## config.mk

```make
export PLATFORM = sky130hd
export DESIGN_NAME = apple_1_bus_arbiter
export DESIGN_NICKNAME = d
export VERILOG_FILES = /design/src/rtl/apple_1_bus_arbiter.sv
export SDC_FILE = /design/constraint.sdc
export NUM_CORES = 1
export LEC_CHECK = 0
export CAP_MARGIN = 20
export CORE_UTILIZATION = 46
export DETAILED_ROUTE_END_ITERATION = 10
export PLACE_DENSITY = 0.95
export SLEW_MARGIN = 20
export SYNTH_ARGS = -nofsm -noshare
export SYNTH_HDL_FRONTEND = slang
export SYNTH_SLANG_ARGS = --single-unit
```

## constraint.sdc

```tcl
create_clock -name clk -period 2.85 [get_ports clk]
set_input_delay 0.4275 -clock clk [delete_from_list [all_inputs] [get_ports clk]]
set_output_delay 0.4275 -clock clk [all_outputs]
set_load 0.005 [all_outputs]
```

## src/rtl/apple_1_bus_arbiter.sv

```systemverilog
// Shares the Apple-I RAM port between the 6502 core and a host debug/loader port.
// Host accesses stall the CPU through RDY; the CPU's pending read data is held across the stall.
module apple_1_bus_arbiter #(
  parameter int AW         = 16,
  parameter int DW         = 8,
  parameter int HOST_BURST = 4,
  parameter int CPU_GAP    = 2
) (
  input  logic          clk,
  input  logic          reset,
  input  logic [AW-1:0] cpu_ab,
  input  logic [DW-1:0] cpu_do,
  input  logic          cpu_we,
  output logic [DW-1:0] cpu_di,
  output logic          cpu_rdy,
  input  logic          host_req,
  input  logic          host_we,
  input  logic [AW-1:0] host_addr,
  input  logic [DW-1:0] host_wdata,
  output logic          host_ack,
  output logic [DW-1:0] host_rdata,
  output logic          host_busy,
  output logic [AW-1:0] mem_addr,
  output logic [DW-1:0] mem_wdata,
  output logic          mem_we,
  input  logic [DW-1:0] mem_rdata
);

  typedef enum logic [2:0] {
    S_CPU    = 3'd0,
    S_STALL  = 3'd1,
    S_H_ADDR = 3'd2,
    S_H_DATA = 3'd3,
    S_H_ACK  = 3'd4,
    S_H_GAP  = 3'd5,
    S_RESUME = 3'd6
  } state_t;

  localparam int BW = (HOST_BURST > 1) ? $clog2(HOST_BURST) : 1;
  localparam int GW = $clog2(CPU_GAP + 1);
  localparam logic [BW-1:0] BURST_LAST = BW'(HOST_BURST - 1);
  localparam logic [GW-1:0] GAP_INIT   = GW'(CPU_GAP);

  state_t          state_q, state_d;
  logic [BW-1:0]   burst_cnt_q, burst_cnt_d;
  logic [GW-1:0]   gap_cnt_q, gap_cnt_d;
  logic [DW-1:0]   cpu_di_hold_q, cpu_di_hold_d;
  logic [DW-1:0]   host_rdata_q, host_rdata_d;
  logic            host_ack_q, host_ack_d;
  logic            cpu_rdy_q, cpu_rdy_d;
  logic            host_busy_q, host_busy_d;
  logic            hreq_we_q, hreq_we_d;
  logic [AW-1:0]   hreq_addr_q, hreq_addr_d;
  logic [DW-1:0]   hreq_wdata_q, hreq_wdata_d;
  logic            gap_done_s;

  // The CPU cycle in which the count reaches zero is itself the last required gap cycle.
  assign gap_done_s = (gap_cnt_q <= GW'(1));

  // State, counters, latched host request and registered outputs.
  always_ff @(posedge clk) begin
    if (reset) begin
      state_q       <= S_CPU;
      burst_cnt_q   <= '0;
      gap_cnt_q     <= GAP_INIT;
      cpu_di_hold_q <= '0;
      host_rdata_q  <= '0;
      host_ack_q    <= 1'b0;
      cpu_rdy_q     <= 1'b1;
      host_busy_q   <= 1'b0;
      hreq_we_q     <= 1'b0;
      hreq_addr_q   <= '0;
      hreq_wdata_q  <= '0;
    end else begin
      state_q       <= state_d;
      burst_cnt_q   <= burst_cnt_d;
      gap_cnt_q     <= gap_cnt_d;
      cpu_di_hold_q <= cpu_di_hold_d;
      host_rdata_q  <= host_rdata_d;
      host_ack_q    <= host_ack_d;
      cpu_rdy_q     <= cpu_rdy_d;
      host_busy_q   <= host_busy_d;
      hreq_we_q     <= hreq_we_d;
      hreq_addr_q   <= hreq_addr_d;
      hreq_wdata_q  <= hreq_wdata_d;
    end
  end

  // Next-state logic; output registers are decoded from the next state.
  always_comb begin
    state_d       = state_q;
    burst_cnt_d   = burst_cnt_q;
    gap_cnt_d     = gap_cnt_q;
    cpu_di_hold_d = cpu_di_hold_q;
    host_rdata_d  = host_rdata_q;
    hreq_we_d     = hreq_we_q;
    hreq_addr_d   = hreq_addr_q;
    hreq_wdata_d  = hreq_wdata_q;
    case (state_q)
      S_CPU: begin
        if (gap_cnt_q != '0) begin
          gap_cnt_d = gap_cnt_q - GW'(1);
        end else begin
          gap_cnt_d = '0;
        end
        if (host_req && gap_done_s) begin
          state_d = S_STALL;
        end else begin
          state_d = S_CPU;
        end
      end
      S_STALL: begin
        cpu_di_hold_d = mem_rdata;
        burst_cnt_d   = '0;
        hreq_we_d     = host_we;
        hreq_addr_d   = host_addr;
        hreq_wdata_d  = host_wdata;
        state_d       = S_H_ADDR;
      end
      S_H_ADDR: begin
        state_d = S_H_DATA;
      end
      S_H_DATA: begin
        if (!hreq_we_q) begin
          host_rdata_d = mem_rdata;
        end else begin
          host_rdata_d = host_rdata_q;
        end
        state_d = S_H_ACK;
      end
      S_H_ACK: begin
        // A host that drops req while seeing ack ends the grant without a gap cycle.
        if ((burst_cnt_q == BURST_LAST) || !host_req) begin
          state_d = S_RESUME;
        end else begin
          state_d = S_H_GAP;
        end
      end
      S_H_GAP: begin
        if (host_req) begin
          state_d      = S_H_ADDR;
          burst_cnt_d  = burst_cnt_q + BW'(1);
          hreq_we_d    = host_we;
          hreq_addr_d  = host_addr;
          hreq_wdata_d = host_wdata;
        end else begin
          state_d = S_RESUME;
        end
      end
      S_RESUME: begin
        gap_cnt_d = GAP_INIT;
        state_d   = S_CPU;
      end
      default: begin
        state_d = S_CPU;
      end
    endcase
    host_ack_d  = (state_d == S_H_ACK);
    cpu_rdy_d   = (state_d == S_CPU);
    host_busy_d = (state_d != S_CPU);
  end

  // Memory bus steering; only the CPU state may pass cpu_we through.
  always_comb begin
    mem_addr  = cpu_ab;
    mem_wdata = cpu_do;
    mem_we    = 1'b0;
    cpu_di    = cpu_di_hold_q;
    case (state_q)
      S_CPU: begin
        mem_we = cpu_we;
        cpu_di = mem_rdata;
      end
      S_H_ADDR: begin
        mem_addr  = hreq_addr_q;
        mem_wdata = hreq_wdata_q;
        mem_we    = hreq_we_q;
      end
      S_H_DATA, S_H_ACK, S_H_GAP: begin
        mem_addr  = hreq_addr_q;
        mem_wdata = hreq_wdata_q;
      end
      default: begin
        mem_we = 1'b0;
      end
    endcase
  end

  assign cpu_rdy    = cpu_rdy_q;
  assign host_ack   = host_ack_q;
  assign host_rdata = host_rdata_q;
  assign host_busy  = host_busy_q;

endmodule

```

==> results of run 1 <==
-- worst max-delay path by stage --
stage	start	end	slack [ns]	cells after the start
after global routing	state_q[2]$_SDFF_PP0_	mem_wdata[7]	0.04	4
after floorplan	state_q[1]$_SDFF_PP0_	mem_addr[0]	1.16	4
after CTS	state_q[2]$_SDFF_PP0_	mem_addr[15]	0.14	4
after global placement	state_q[2]$_SDFF_PP0_	mem_addr[15]	0.51	4
after detailed placement	state_q[2]$_SDFF_PP0_	mem_addr[15]	0.48	4
final	state_q[2]$_SDFF_PP0_	mem_wdata[0]	0.14	4
-- power groups by stage --
stage                     clock network [uW]  logic (uW)  registers [uW]
final                                    589         537             787
after CTS                                597         539             788
after floorplan                            0         287             794
after global placement                     0         521             801
after detailed placement                   0         535             804
after global routing                     623         580             794
-- registers in the layout, indices dropped and copies added (netlist names), 2 cells and up --
name,cells
burst_cnt_q,2
hreq_addr_q,16
gap_cnt_q,2
state_q,3
hreq_wdata_q,8
host_rdata,8
cpu_di_hold_q,8
-- logic make-up (layout without fill, tap and decap cells) --
| kind of cell | after synthesis | in the layout | synth area share |
|---|---|---|---|
| buf+inv | 27 | 122 | 0.0579 |
| flops | 51 | 51 | 0.407 |
| simple gates | 68 | 68 | 0.148 |
| mux | 41 | 41 | 0.209 |
| compound gates | 82 | 82 | 0.173 |
| fa+ha+maj | 1 | 1 | 0.00499 |
-- worst register-to-register path: stages (launching register included) --
cell and delay (ns):
dfxtp_1 0.58, nor2b_2 0.55, buf_4 0.31, nand4b_1 0.13
a21oi_1 0.16
-- metal layers --
metal  part of all wire  GRT usage
met5                  0          0
met3              0.071     0.0476
met4              0.013     0.0885
met1               0.39      0.257
met2               0.53      0.418
-- placed cells by master, fill, tap and decap left out --
cell             count
a211oi_1             2
a21oi_1             38
a221o_1              1
a221oi_1             1
and2b_2              1
and2b_4              1
and4bb_2             1
buf_2                1
buf_4                8
bufinv_16            2
clkbuf_8             5
clkdlybuf4s50_1    103
clkinvlp_4           1
dfxtp_1             51
ha_1                 1
inv_1                2
mux2_2              12
mux2_4              20
mux2i_1              9
nand2_1             12
nand2b_1             3
nand3_1             25
nand3b_1             1
nand4_1              1
nand4b_1             1
nor2_1              12
nor2_8               1
nor2b_1              3
nor2b_2              1
nor3_1               2
nor3_2               1
nor3b_2              1
o21ai_0             37
o21bai_1             2
o2bb2ai_1            1
or3_1                1
-- final cells by class --
type / count / area, um2 / area share
Tap cell: 70 / 87.6 / 0.0237
Sequential cell: 51 / 1020 / 0.276
Timing Repair Buffer: 112 / 1100 / 0.297
Multi-Input combinational cell: 192 / 1350 / 0.364
Inverter: 2 / 7.51 / 0.00203
Clock inverter: 3 / 67.6 / 0.0183
Clock buffer: 5 / 68.8 / 0.0186
-- per-stage QoR --
stage	setup WS (ns)	util	power, uW	instances	hold slack [ns]
4_1_cts	0.138	0.714	1920	435	0.484
3_3_place_gp	0.515	0.688	1320	427	0.459
5_1_grt	0.0381	0.714	2000	435	0.507
2_1_floorplan	1.16	-	1080	270	0.451
6_report	0.143	0.714	1910	435	0.484
3_5_place_dp	0.478	0.688	1340	427	0.470
==> summary.txt, run 1 <==
Outcome
  – Status: finished clean

Synth
  – Synth top cells by count: dfxtp_1 (51), a21oi_1 (38), o21ai_0 (37), nand3_1 (25), mux2_4 (20)
  – Post-synth EDFFs: 0
  – Ys async rst share: 0
  – Synth cell types: 34
  – Leading area contributor after synthesis: dfxtp_1
  – Syn Std Cell Area: 0.00251 mm2
  – Dominant synthesized flop cell: dfxtp_1
  – Synth area leaders: dfxtp_1 (41%), mux2_4 (12%), a21oi_1 (7.6%)
  – Yosys reg bits: just over 50
  – Cell with the most instances after synthesis: dfxtp_1
  – Yosys warnings: 0
  – Synth Net Count: between 300 and 400
  – Seq/Total Area, Yosys: 0.407
  – Synthesized area per cell: ~9.3 um2
  – Post-synth top area share: 0.407
  – Mapped Cells: 270

CTS
  – CTS tree: done
  – # resized after CTS: 0
  – CTS buffer count: 5
  – # hold bufs at CTS: 0
  – Max Root-Sink Buffers: 2
  – H-Tree Depth: 2
  – Clk_lat worst skew: around 0.30 ns
  – Register clock-pin slew on the reported worst setup and hold paths: approximately 0.09 ns
  – Clk root buf: clkbuf_8
  – Total setup buffers inserted after CTS: 0
  – Clk sinks: a little over 50

Critical path
  – Critical Path Sink Type: primary output
  – CP top delay family: simple AND/OR/NAND/NOR gates
  – R2R Setup Slk: about 1.1 ns
  – Crit path buf inv count: 1
  – Worst Path Class, Setup: register to primary output
  – Slowest-stage cell, CP: nor2_8
  – R2R cell count: 4
  – CP required: about 2.4 ns
  – RR Endpoint: burst_cnt_q[0]$_SDFFE_PP0P_
  – Crit path cell chain: and2b_4, nor2_8, mux2_2, clkdlybuf4s50_1
  – CP startpoint kind: register
  – Crit path DAT: 2.28 ns
  – FF-to-FF Start: state_q[0]$_SDFF_PP0_
  – Max FO, Critical Path: 24
  – Slowest stage delay, CP: between 0.4 and 0.5 ns

Layout
  – Ant diodes: 0
  – Synth-to-layout area growth: 47.2%
  – Finished Cell Area: approximately 0.0037 mm2
  – Fill count: roughly 380
  – Final Net Count: between 400 and 500
  – Layout cells sized above 1: 0.153

Power and ir drop
  – Sequential power share: 0.412
  – Worst vdd ir: 0.402 mV
  – Switching share of power: 0.244
  – Clock power frac: 0.308
  – P_sw: 468 uW
  – Int Power: about 1400 uW
  – PwrDens: about 520 mW/mm2
  – Comb power frac: 0.281
  – Leak pwr: between 0.001 and 0.0015 uW

Hold path
  – Hold Crit Start: hreq_wdata_q[2]$_SDFFE_PP0P_
  – Hold Path Depth: 2
  – Hold Path Sink: hreq_wdata_q[2]$_SDFFE_PP0P_
  – Hold Crit Class: register to register

Routing
  – Residual DRC: 0
  – Vias: ~2.4k
  – Vias per cell: between 5 and 6
  – Wirelength, routed: 6520 um
  – DR pass1 iterations: 5
  – Remaining antenna violation count: 0
  – Starting DRT DRC Count: between 100 and 150
  – Avg WL per Cell: ~15 um

Global route
  – Remaining Overflow, GRT: 0
  – Vias in the first global route: ~2.2k
  – GRT Util Overall: 0.228
  – Pin count of the biggest net entering global routing: 37
  – Antenna violations before repair: 0
  – First-pass GRT wire length: a little under 10000 um

STA
  – Worst slew pin tran: between 0.6 and 0.7 ns
  – Max_slew headroom: 0.569
  – Achievable Freq: approximately 370 MHz
  – Unrepaired setup endpoints after global routing: false
  – Setup TNS: 0 ns
  – Skew final: about 0.007 ns
  – Final hold violations: 0
  – Max-slew violation count: 0
  – Final setup viols: 0
  – Final Cycle Share: 0.950
  – Minimum clock period: about 2.7 ns

Place
  – Port Buf Inserts: 104
  – Placed cell areas: 0.00356 mm2
  – RePlAce Congestion: 0.757
  – Dpl hpwl: roughly 4600 um

Job
  – Max-Cap Viols: 0

Floorplan
  – Die Ht: approximately 76 um
  – Die width: ~76 um
  – Std-Cell Rows: 26
  – Core Region: between 0.005 and 0.006 mm2
  – Top-Level Pins: 105
  – DIE AREA: 0.00575 mm2
  – Initial Util: 0.485
(Power assumes the default switching activity.)
==> run 2: changes to the inputs <==
--- a/config.mk
+++ b/config.mk
@@ -5,7 +5,6 @@
 export SDC_FILE = /design/constraint.sdc
 export NUM_CORES = 1
 export LEC_CHECK = 0
-export CAP_MARGIN = 20
 export CORE_UTILIZATION = 46
 export DETAILED_ROUTE_END_ITERATION = 10
 export PLACE_DENSITY = 0.95
==> results of run 2 <==
Final layout, timing and power as in run 1 (identical DEF).
==> run 3: changes to the inputs <==
--- a/config.mk
+++ b/config.mk
@@ -5,6 +5,8 @@
 export SDC_FILE = /design/constraint.sdc
 export NUM_CORES = 1
 export LEC_CHECK = 0
+export CAP_MARGIN = 10
+export CORE_MARGIN = 2
 export CORE_UTILIZATION = 46
 export DETAILED_ROUTE_END_ITERATION = 10
 export PLACE_DENSITY = 0.95
==> run 3 against run 2 <==
Net effect: critical path depth did not move; largest power group unchanged; fmax fell by 0.60%; power fell by 9.7%.
==> summary.txt, run 3 (synthesis results as in run 1) <==
Outcome
  – Status: finished clean

Floorplan
  – Initial Util: 0.485
  – Std-Cell Rows: 26
  – DIE AREA: a little over 0.006 mm2
  – Die Ht: 77.9 um
  – Core Region: between 0.005 and 0.006 mm2
  – Die width: between 70 and 80 um
  – Top-Level Pins: around 110

Global route
  – First-pass GRT wire length: about 10000 um
  – Met2 Track Usage GR: 0.364
  – Pin count of the biggest net entering global routing: 53
  – Antenna violations before repair: 0
  – GRT Util Overall: 0.213
  – Vias in the first global route: around 2.3k
  – Remaining Overflow, GRT: 0
  – Met3 layer usage reported by global route: 0.0500
  – Grt met1 use: 0.253
  – Top Usage Layer GRT: met2

Layout
  – Core Util, Final: 0.703
  – Max reg flops: 16
  – Fill count: 378
  – Finished Cell Area: between 0.003 and 0.004 mm2
  – Synth-to-layout area growth: 45.0%
  – Layout cells sized above 1: 0.151
  – Commonest non-fill, non-tap cells in the layout: clkdlybuf4s50_1 (103), dfxtp_1 (51), a21oi_1 (38), o21ai_0 (37), nand3_1 (25)
  – Biggest register: hreq_addr_q
  – Final Net Count: 425
  – Ant diodes: 0
  – Leading cell type in the layout, fill and taps excluded: clkdlybuf4s50_1

Critical path
  – Worst Path Class, Setup: register to primary output
  – Max FO, Critical Path: 24
  – Critical Path Sink Type: primary output
  – Crit path DAT: approximately 2.3 ns
  – Worst setup startpoint: state_q[2]$_SDFF_PP0_
  – CP required: 2.42 ns
  – CP startpoint kind: register
  – FF-to-FF Start: state_q[0]$_SDFF_PP0_

STA
  – Unrepaired setup endpoints after global routing: false
  – Max-slew violation count: 0
  – Final setup viols: 0
  – Final Cycle Share: 0.956
  – Min Hold Slack: 0.484 ns
  – Skew final: about 0.011 ns
  – Worst slew pin tran: roughly 0.9 ns
  – Final hold violations: 0
  – Minimum clock period: between 2 and 3 ns
  – Setup TNS: 0 ns
  – Max_slew headroom: 0.393
  – Achievable Freq: ~370 MHz

Routing
  – Wirelength, routed: ~6700 um
  – Remaining antenna violation count: 0
  – Residual DRC: 0
  – DR pass1 iterations: 4
  – Starting DRT DRC Count: ~130
  – Vias: 2395
  – Avg WL per Cell: between 15 and 20 um
  – Vias per cell: 5.52

CTS
  – Max Root-Sink Buffers: 2
  – Clk sinks: just over 50
  – # hold bufs at CTS: 0
  – Register clock-pin slew on the reported worst setup and hold paths: roughly 0.090 ns
  – Clk_lat worst skew: ~0.30 ns
  – CTS buffer count: 5
  – Total setup buffers inserted after CTS: 0
  – # resized after CTS: 0
  – Clk root buf: clkbuf_8
  – CTS tree: done
  – H-Tree Depth: 2

Job
  – Max-Cap Viols: 0

Hold path
  – Hold Crit Class: register to register
  – Hold Crit Start: hreq_addr_q[0]$_SDFFE_PP0P_

Place
  – RePlAce Congestion: ~0.76
  – Dpl hpwl: between 4000 and 5000 um
  – Placed cell areas: between 0.003 and 0.004 mm2
  – Port Buf Inserts: 104

Power and ir drop
  – Worst vdd ir: about 0.31 mV
  – PwrDens: between 400 and 500 mW/mm2
  – Power, Total: approximately 1700 uW
  – Leak pwr: 0.00135 uW
-- run 3: path summary, 6_finish.rpt --
| path | slack (ns) | to | cells after the start |
|---|---|---|---|
| setup / recovery | 0.13 | mem_wdata[7] | 4 |
| hold / removal | 0.48 | hreq_addr_q[0]$_SDFFE_PP0P_ | 2 |
| setup reg to reg | 1.09 | burst_cnt_q[0]$_SDFFE_PP0P_ | 5 |
| hold reg to reg | 0.48 | hreq_addr_q[0]$_SDFFE_PP0P_ | 2 |
-- run 3: cell type report --
| class | instances | area, um2 | share of cell area |
|---|---|---|---|
| Clock inverter | 2 | 12.5 | 0.00344 |
| Tap cell | 70 | 87.6 | 0.0241 |
| Inverter | 2 | 7.51 | 0.00206 |
| Multi-Input combinational cell | 192 | 1350 | 0.370 |
| Timing Repair Buffer | 111 | 1090 | 0.299 |
| Sequential cell | 51 | 1020 | 0.281 |
| Clock buffer | 6 | 72.6 | 0.0200 |
-- run 3: critical path, cell delays in order (launching register included) --
cell and delay, ns:
dfxtp_1 0.43, and2b_4 0.24, nor2_8 0.46, mux2_2 0.40
clkdlybuf4s50_1 0.45
-- run 3: where the power goes --
group	leakage (uW)	total, uW	switching, uW	internal [uW]
sequential	0.000414	784	25.3	758
clock	0.0000412	403	231	172
combinational	0.000892	541	204	337
total	0.00135	1730	461	1270
-- run 3: routing by layer --
| layer | vias up | wire (um) |
|---|---|---|
| met5 | - | 0 |
| met4 | 0 | 163 |
| met3 | 16 | 472 |
| met2 | 106 | 3310 |
| met1 | 1129 | 2770 |
| li1 | 1144 | - |
-- run 3: metrics by stage --
stage          cells  setup slack [ns]
2_1_floorplan    270              1.16
3_3_place_gp     426             0.518
3_5_place_dp     426             0.453
4_1_cts          434             0.105
5_1_grt          434           0.00168
6_report         434             0.127
